==> config.mk <==
export PLATFORM = sky130hd
export DESIGN_NAME = shift_sequencer
export DESIGN_NICKNAME = d
export VERILOG_FILES = /design/src/rtl/shift_sequencer.sv
export SDC_FILE = /design/constraint.sdc
export NUM_CORES = 1
export LEC_CHECK = 0
export ABC_AREA = 1
export BUFFER_PORTS_ARGS = -buffer_cell sky130_fd_sc_hd__buf_2
export CAP_MARGIN = 10
export CORE_MARGIN = 8
export CORE_UTILIZATION = 28
export DETAILED_ROUTE_END_ITERATION = 10
export SKIP_CTS_REPAIR_TIMING = 1
export SYNTH_ARGS = -nofsm -noshare
export SYNTH_HDL_FRONTEND = slang
export SYNTH_SLANG_ARGS = --single-unit
==> constraint.sdc <==
create_clock -name clock -period 2.1 [get_ports clock]
set_clock_uncertainty 0.05 [all_clocks]
set_input_delay 0.315 -clock clock [delete_from_list [all_inputs] [get_ports clock]]
set_output_delay 0.315 -clock clock [all_outputs]
set_load 0.01 [all_outputs]
==> src/rtl/shift_sequencer.sv <==
// Step-pulse and direction controller for a rotating shift register; o_enable is registered one clock after the prescaler wraps, i_run pauses it.
// Defining SEQ_STEP_COUNT_EN adds o_steps, an 8-bit wrapping count of issued step pulses.
module shift_sequencer #(
    parameter int NB_COUNTER = 32,
    parameter int NB_SHIFT   = 4,
    parameter int LIMIT_R0   = 2**20,
    parameter int LIMIT_R1   = 2**22,
    parameter int LIMIT_R2   = 2**24,
    parameter int LIMIT_R3   = 2**26
) (
    input  logic                clock,
    input  logic                i_reset,
    input  logic                i_run,
    input  logic [1:0]          i_rate,
    input  logic [1:0]          i_mode,
    input  logic [NB_SHIFT-1:0] i_shift,
    output logic                o_enable,
    output logic                o_selector
`ifdef SEQ_STEP_COUNT_EN
    ,
    output logic [7:0]          o_steps
`endif
);

    localparam logic [1:0] MODE_LEFT     = 2'b00;
    localparam logic [1:0] MODE_RIGHT    = 2'b01;
    localparam logic [1:0] MODE_PINGPONG = 2'b10;
    localparam logic [1:0] MODE_HOLD     = 2'b11;

    typedef enum logic {
        ST_DOWN = 1'b0,
        ST_UP   = 1'b1
    } dir_t;

    logic [NB_COUNTER-1:0] counter;
    logic [NB_COUNTER-1:0] counter_next;
    logic [NB_COUNTER-1:0] limit_m1;
    logic                  tick;
    logic                  sel_next;
    logic                  was_pingpong;
    dir_t                  state_q;
    dir_t                  state_next;
    dir_t                  state_cur;

    always_comb begin
        case (i_rate)
            2'd0:    limit_m1 = NB_COUNTER'(LIMIT_R0 - 1);
            2'd1:    limit_m1 = NB_COUNTER'(LIMIT_R1 - 1);
            2'd2:    limit_m1 = NB_COUNTER'(LIMIT_R2 - 1);
            default: limit_m1 = NB_COUNTER'(LIMIT_R3 - 1);
        endcase
    end

    // >= rather than == so switching to a shorter period never overshoots.
    assign tick = i_run && (counter >= limit_m1);

    always_comb begin
        counter_next = counter;
        if (tick) begin
            counter_next = '0;
        end else if (i_run) begin
            counter_next = counter + NB_COUNTER'(1);
        end
    end

    // Direction decisions use o_enable, the edge on which the register actually shifts,
    // so the selector is already right for the following step.
    always_comb begin
        state_next = state_q;
        state_cur  = state_q;
        sel_next   = o_selector;
        case (i_mode)
            MODE_LEFT:  sel_next = 1'b1;
            MODE_RIGHT: sel_next = 1'b0;
            MODE_PINGPONG: begin
                if (!was_pingpong) begin
                    state_cur = o_selector ? ST_UP : ST_DOWN;
                end
                state_next = state_cur;
                if (state_cur == ST_UP) begin
                    if (i_shift[NB_SHIFT-1] || (o_enable && i_shift[NB_SHIFT-2])) begin
                        state_next = ST_DOWN;
                    end
                end else begin
                    if (i_shift[0] || (o_enable && i_shift[1])) begin
                        state_next = ST_UP;
                    end
                end
                sel_next = (state_next == ST_UP);
            end
            default: ;
        endcase
    end

    always_ff @(posedge clock or negedge i_reset) begin
        if (!i_reset) begin
            counter      <= '0;
            o_enable     <= 1'b0;
            o_selector   <= 1'b1;
            state_q      <= ST_UP;
            was_pingpong <= 1'b0;
        end else begin
            counter      <= counter_next;
            o_enable     <= tick && (i_mode != MODE_HOLD);
            o_selector   <= sel_next;
            state_q      <= state_next;
            was_pingpong <= (i_mode == MODE_PINGPONG);
        end
    end

`ifdef SEQ_STEP_COUNT_EN
    always_ff @(posedge clock or negedge i_reset) begin
        if (!i_reset) begin
            o_steps <= 8'd0;
        end else if (o_enable) begin
            o_steps <= o_steps + 8'd1;
        end
    end
`endif

endmodule

; After elaboration in Yosys (flattened, before gate mapping)
; Cells that the tools add are included.
[word_totals]
regBits = 36
output_inout_bits = 2
wordCells = 32
inputBits = 11
[classes]
mux = 10
n_eq_ne = 5
reduce_logical = 10
order_cmp = 1
n_addsub = 1
[op_table]
columns = cell, count
row1 = 26-bit case mux with 3 select lines, 1
row2 = 32-bit two-way mux, 2
row3 = "32-bit by 1-bit adder with 32-bit output, second input constant", 1
row4 = 32-bit >= comparator, 1
row5 = 1-bit two-way mux, 6
row6 = "2-bit by 1-bit equality test with 1-bit output, second input constant", 2
row7 = "2-bit equality test, second input constant", 2
row8 = 1-bit logical AND, 4
row9 = 2-bit logical NOT, 2
row10 = 1-bit case mux with 3 select lines, 1
row11 = 3-bit nonzero test, 1
row12 = 1-bit logical OR, 2
row13 = "2-bit != test, second input constant", 1
row14 = 2-bit nonzero test, 1

; Logic depth before layout (Yosys ltp)
[logic_depth]
ltp_word = 5
mapped_depth = 12
mapped_depth_nobuf = 11

; Worst setup path after synthesis
; OpenSTA, ideal clock, no wires.
[synth_path]
path_kind = reg-to-reg
start = reg counter[25]
end = reg counter[15]
path_stages_with_launch = 10
required_ns = 1.932
path_buffers = 1
path_slack_ns = 0.451
setup_time_ns = 0.118
arrival_ns = 1.481
synth_period_minus_slack_ns = 1.649
path_cell_list = dfrtp_1 ha_1 nand3_1 nor2_1 nand2_1 nand2_1 nand2_1 nand2_4 buf_6 nor2_1
[synth_via]
elab_chain_len = 3
word_cells_on_any_way = 4
cone_classes = 1 x order compare / 1 x mux / 2 x reduce/logical
[synth_rtl]
columns = element, line
row1 = from (decl), 35  ; logic [NB_COUNTER-1:0] counter;
row2 = from (signal assigned), 103  ; counter <= counter_next;
row3 = 32-bit >= comparator (*), 55  ; assign tick = i_run && (counter >= limit_m1);
row4 = 1-bit logical AND (*), 55
row5 = 32-bit two-way mux or 2-bit nonzero test (tied branches), --
; Every way passes the cells marked *; elsewhere a longest branch is shown, timed or not.
; A chain may end at the register's enable or synchronous reset.

; Worst setup path in the final report
[layout_path]
start = reg counter[22]
end = reg counter[5]
; Same word-level chain as after synthesis.

==> run summary <==
synth warn = 0
detailed placer's ending HPWL = 3.40 mm
Initial Util = 0.283
GPL Wtd Cong = 0.832
Max Slew Vio Count = 0
Hold Vio Cnt, Final = 0
Synth cell types = 30
first-pass GRT wire length = 8.04 mm
Antenna Cells = 0
initial drt markers = 109
total global-route track usage = 0.0878
crit-path max cell delay = 0.45 ns
Worst Setup End Kind = register
Final period util = 0.871
peak supply drop = 0.000362 V
Tightest Pin Transition = 0.799 ns
RSZ-0062 raised after global routing = no
Max Cap Viol = 0
root buffer cell = clkbuf_8
critical path buffer and inverter count = 1
Crit path max-delay family = simple AND/OR/NAND/NOR gates
Synth area leaders = dfrtp_1 (39%), nand2_1 (13%), nor2_1 (11%), inv_1 (6.3%), nand3_1 (5.1%)
antenna violations before repair = 0
Nets = 325
Area growth, synth to finish = 12.3%
Post-Syn Instances = 291
type of element launching the critical path = register
Via Count = 1804
CTS HTree Levels = 2
CP required = 2.26 ns
TNS Setup = 0 ns
fraction of layout cells with a size suffix above 1 = 0.116
crit-path max FO = 22
Synth Cell Area = 2150 µm²
largest net degree at the start of global routing = 37
Routed Antenna Nets = 0
minimum period implied by the final worst setup slack = 1.83 ns
Reg clk slew, reported paths = 0.08 ns
syn avg cell area = 7.40 µm²
num rows = 32
final instance area = 2420 µm²
vias in the first global route = 1740
FF-to-FF setup slack = 0.27 ns
post-synth top area share = 0.395
commonest cells after routing, fill and taps aside = nand2_1 (73), nor2_1 (64), inv_1 (36)
port bufs = 12
Max Clock Freq = 547 MHz
CP Cell Sequence = ha_1 > nand2_1 > inv_1 > nand3_1 > nand2_1 > nand2_1 > nand2_1 > nand2_1 > nand2_4 > a21oi_1
final setup violation count = 0
GR Overflow Total = 0
Pre-antenna DRT Iters = 6
Die Y = 104 µm
WL/cell = 10.9 µm
power per cell area = 627 nW/µm²
Worst path slowest cell = dfrtp_1
DRC = 0
Top-Level Pins = 13
Leak Pwr = 1.17 nW
clk sinks = 36
commonest non-fill, non-tap cell in the layout = nand2_1
clk_lat worst skew = 0.29 ns
sequential area share after synthesis = 0.419
Syn Nets = 307
Crit path top cell by count = nand2_1
Die W = 104 µm
status = finished clean
CTS Buf Count = 5
Synth Register Bits = 36
CTS tree = built
hold crit path type = primary input to asynchronous set/reset pin
final WL = 4.51 mm
Die Area = 10800 µm²
Slew HR = 0.467
core area = 7610 µm²
clk buf depth = 2
Crit Path Class = register to register
Yosys top cell by area = dfrtp_1
drt via density = 4.38
placed cell area = 2330 µm²
Data arrival, critical path = 1.99 ns
==> path summary, 6_finish.rpt <==
| check | start | cells past startpoint | endpoint |
|---|---|---|---|
| max | counter[22] | 10 | counter[5] |
| min | i_reset | 1 | counter[8] |
| max reg2reg | counter[22] | 10 | counter[5] |
| min reg2reg | counter[27] | 2 | counter[27] |
| max in group asynchronous | i_reset | 1 | counter[27] |
| min in group clock | i_mode[0] | 2 | was_pingpong |
==> synth_stat cells <==
cell	number
nand2_4	1
nand2_2	1
o211ai_1	1
nand3b_1	1
o21bai_1	1
nand2_1	73
nor2_4	2
nand4_1	7
and3_1	1
nand3_4	2
buf_6	2
ha_1	5
nor2_2	1
nor2_1	64
o21ai_0	4
dfstp_2	2
a21oi_1	6
o21a_1	1
nor2_8	1
or2_2	2
xnor2_1	6
inv_1	36
dfrtp_1	34
nand3_1	22
inv_4	1
buf_4	1
xor2_1	8
clkbuf_1	1
a21boi_0	1
nor3_1	3
==> power breakdown <==
group	internal (mW)	switching [mW]
Sequential	0.754	0.0604
Clock	0.231	0.255
Combinational	0.0911	0.125
==> registers in the layout (all words and copies together), names as in the netlist <==
| signal | cells |
|---|---|
| counter | 32 |
| o_enable | 1 |
| o_selector | 1 |
| state_q | 1 |
| was_pingpong | 1 |
==> area by class of cell <==
class | instances | area, µm²
Fill cell | 859 | 5190
Multi-Input combinational cell | 214 | 1080
Sequential cell | 36 | 903
Inverter | 37 | 141
Tap cell | 102 | 128
Timing Repair Buffer | 15 | 82.6
Clock buffer | 5 | 68.8
Clock inverter | 3 | 18.8
==> logic make-up after synthesis <==
group / synth area share
adders and majority gates: 0.0290
buffers and inverters: 0.0813
DFF: 0.419
and+or+nand+nor: 0.376
xor gates and xnor gates: 0.0569
AOI/OAI and AO/OA: 0.0372
==> routing by layer <==
layer	vias to the layer above	routed length (µm)	part of all wire	global-route usage
met5	-	0	0	0
li1	941	-	-	-
met1	842	2240	0.50	0.114
met3	0	209	0.046	0.0273
met4	0	0	0	0.0155
met2	21	2060	0.46	0.141
==> worst reg2reg max path: cells and delay by family, from the launching register on <==
family | cells | cell delay [ns]
adder cells (fa/ha/maj) | 1 | 0.30
AND/OR/NAND/NOR | 7 | 0.73
flip-flops | 1 | 0.45
buffers and inverters | 1 | 0.05
AO/OA/AOI/OAI | 1 | 0.17
==> through the flow <==
step           std cells  utilization  hold slack [ns]  setup WS, ns  total power [mW]
6_report             412        0.318           0.0644         0.271              1.52
5_1_grt              412        0.318            0.129        0.0703              1.61
4_1_cts              412        0.318           0.0965         0.249              1.54
3_5_place_dp         404        0.306            0.411         0.202              1.05
3_3_place_gp         404        0.306            0.408         0.283              1.04
2_1_floorplan        291            -          -0.0306         0.451             0.974
Note: power is estimated with default switching activity, not from simulation.
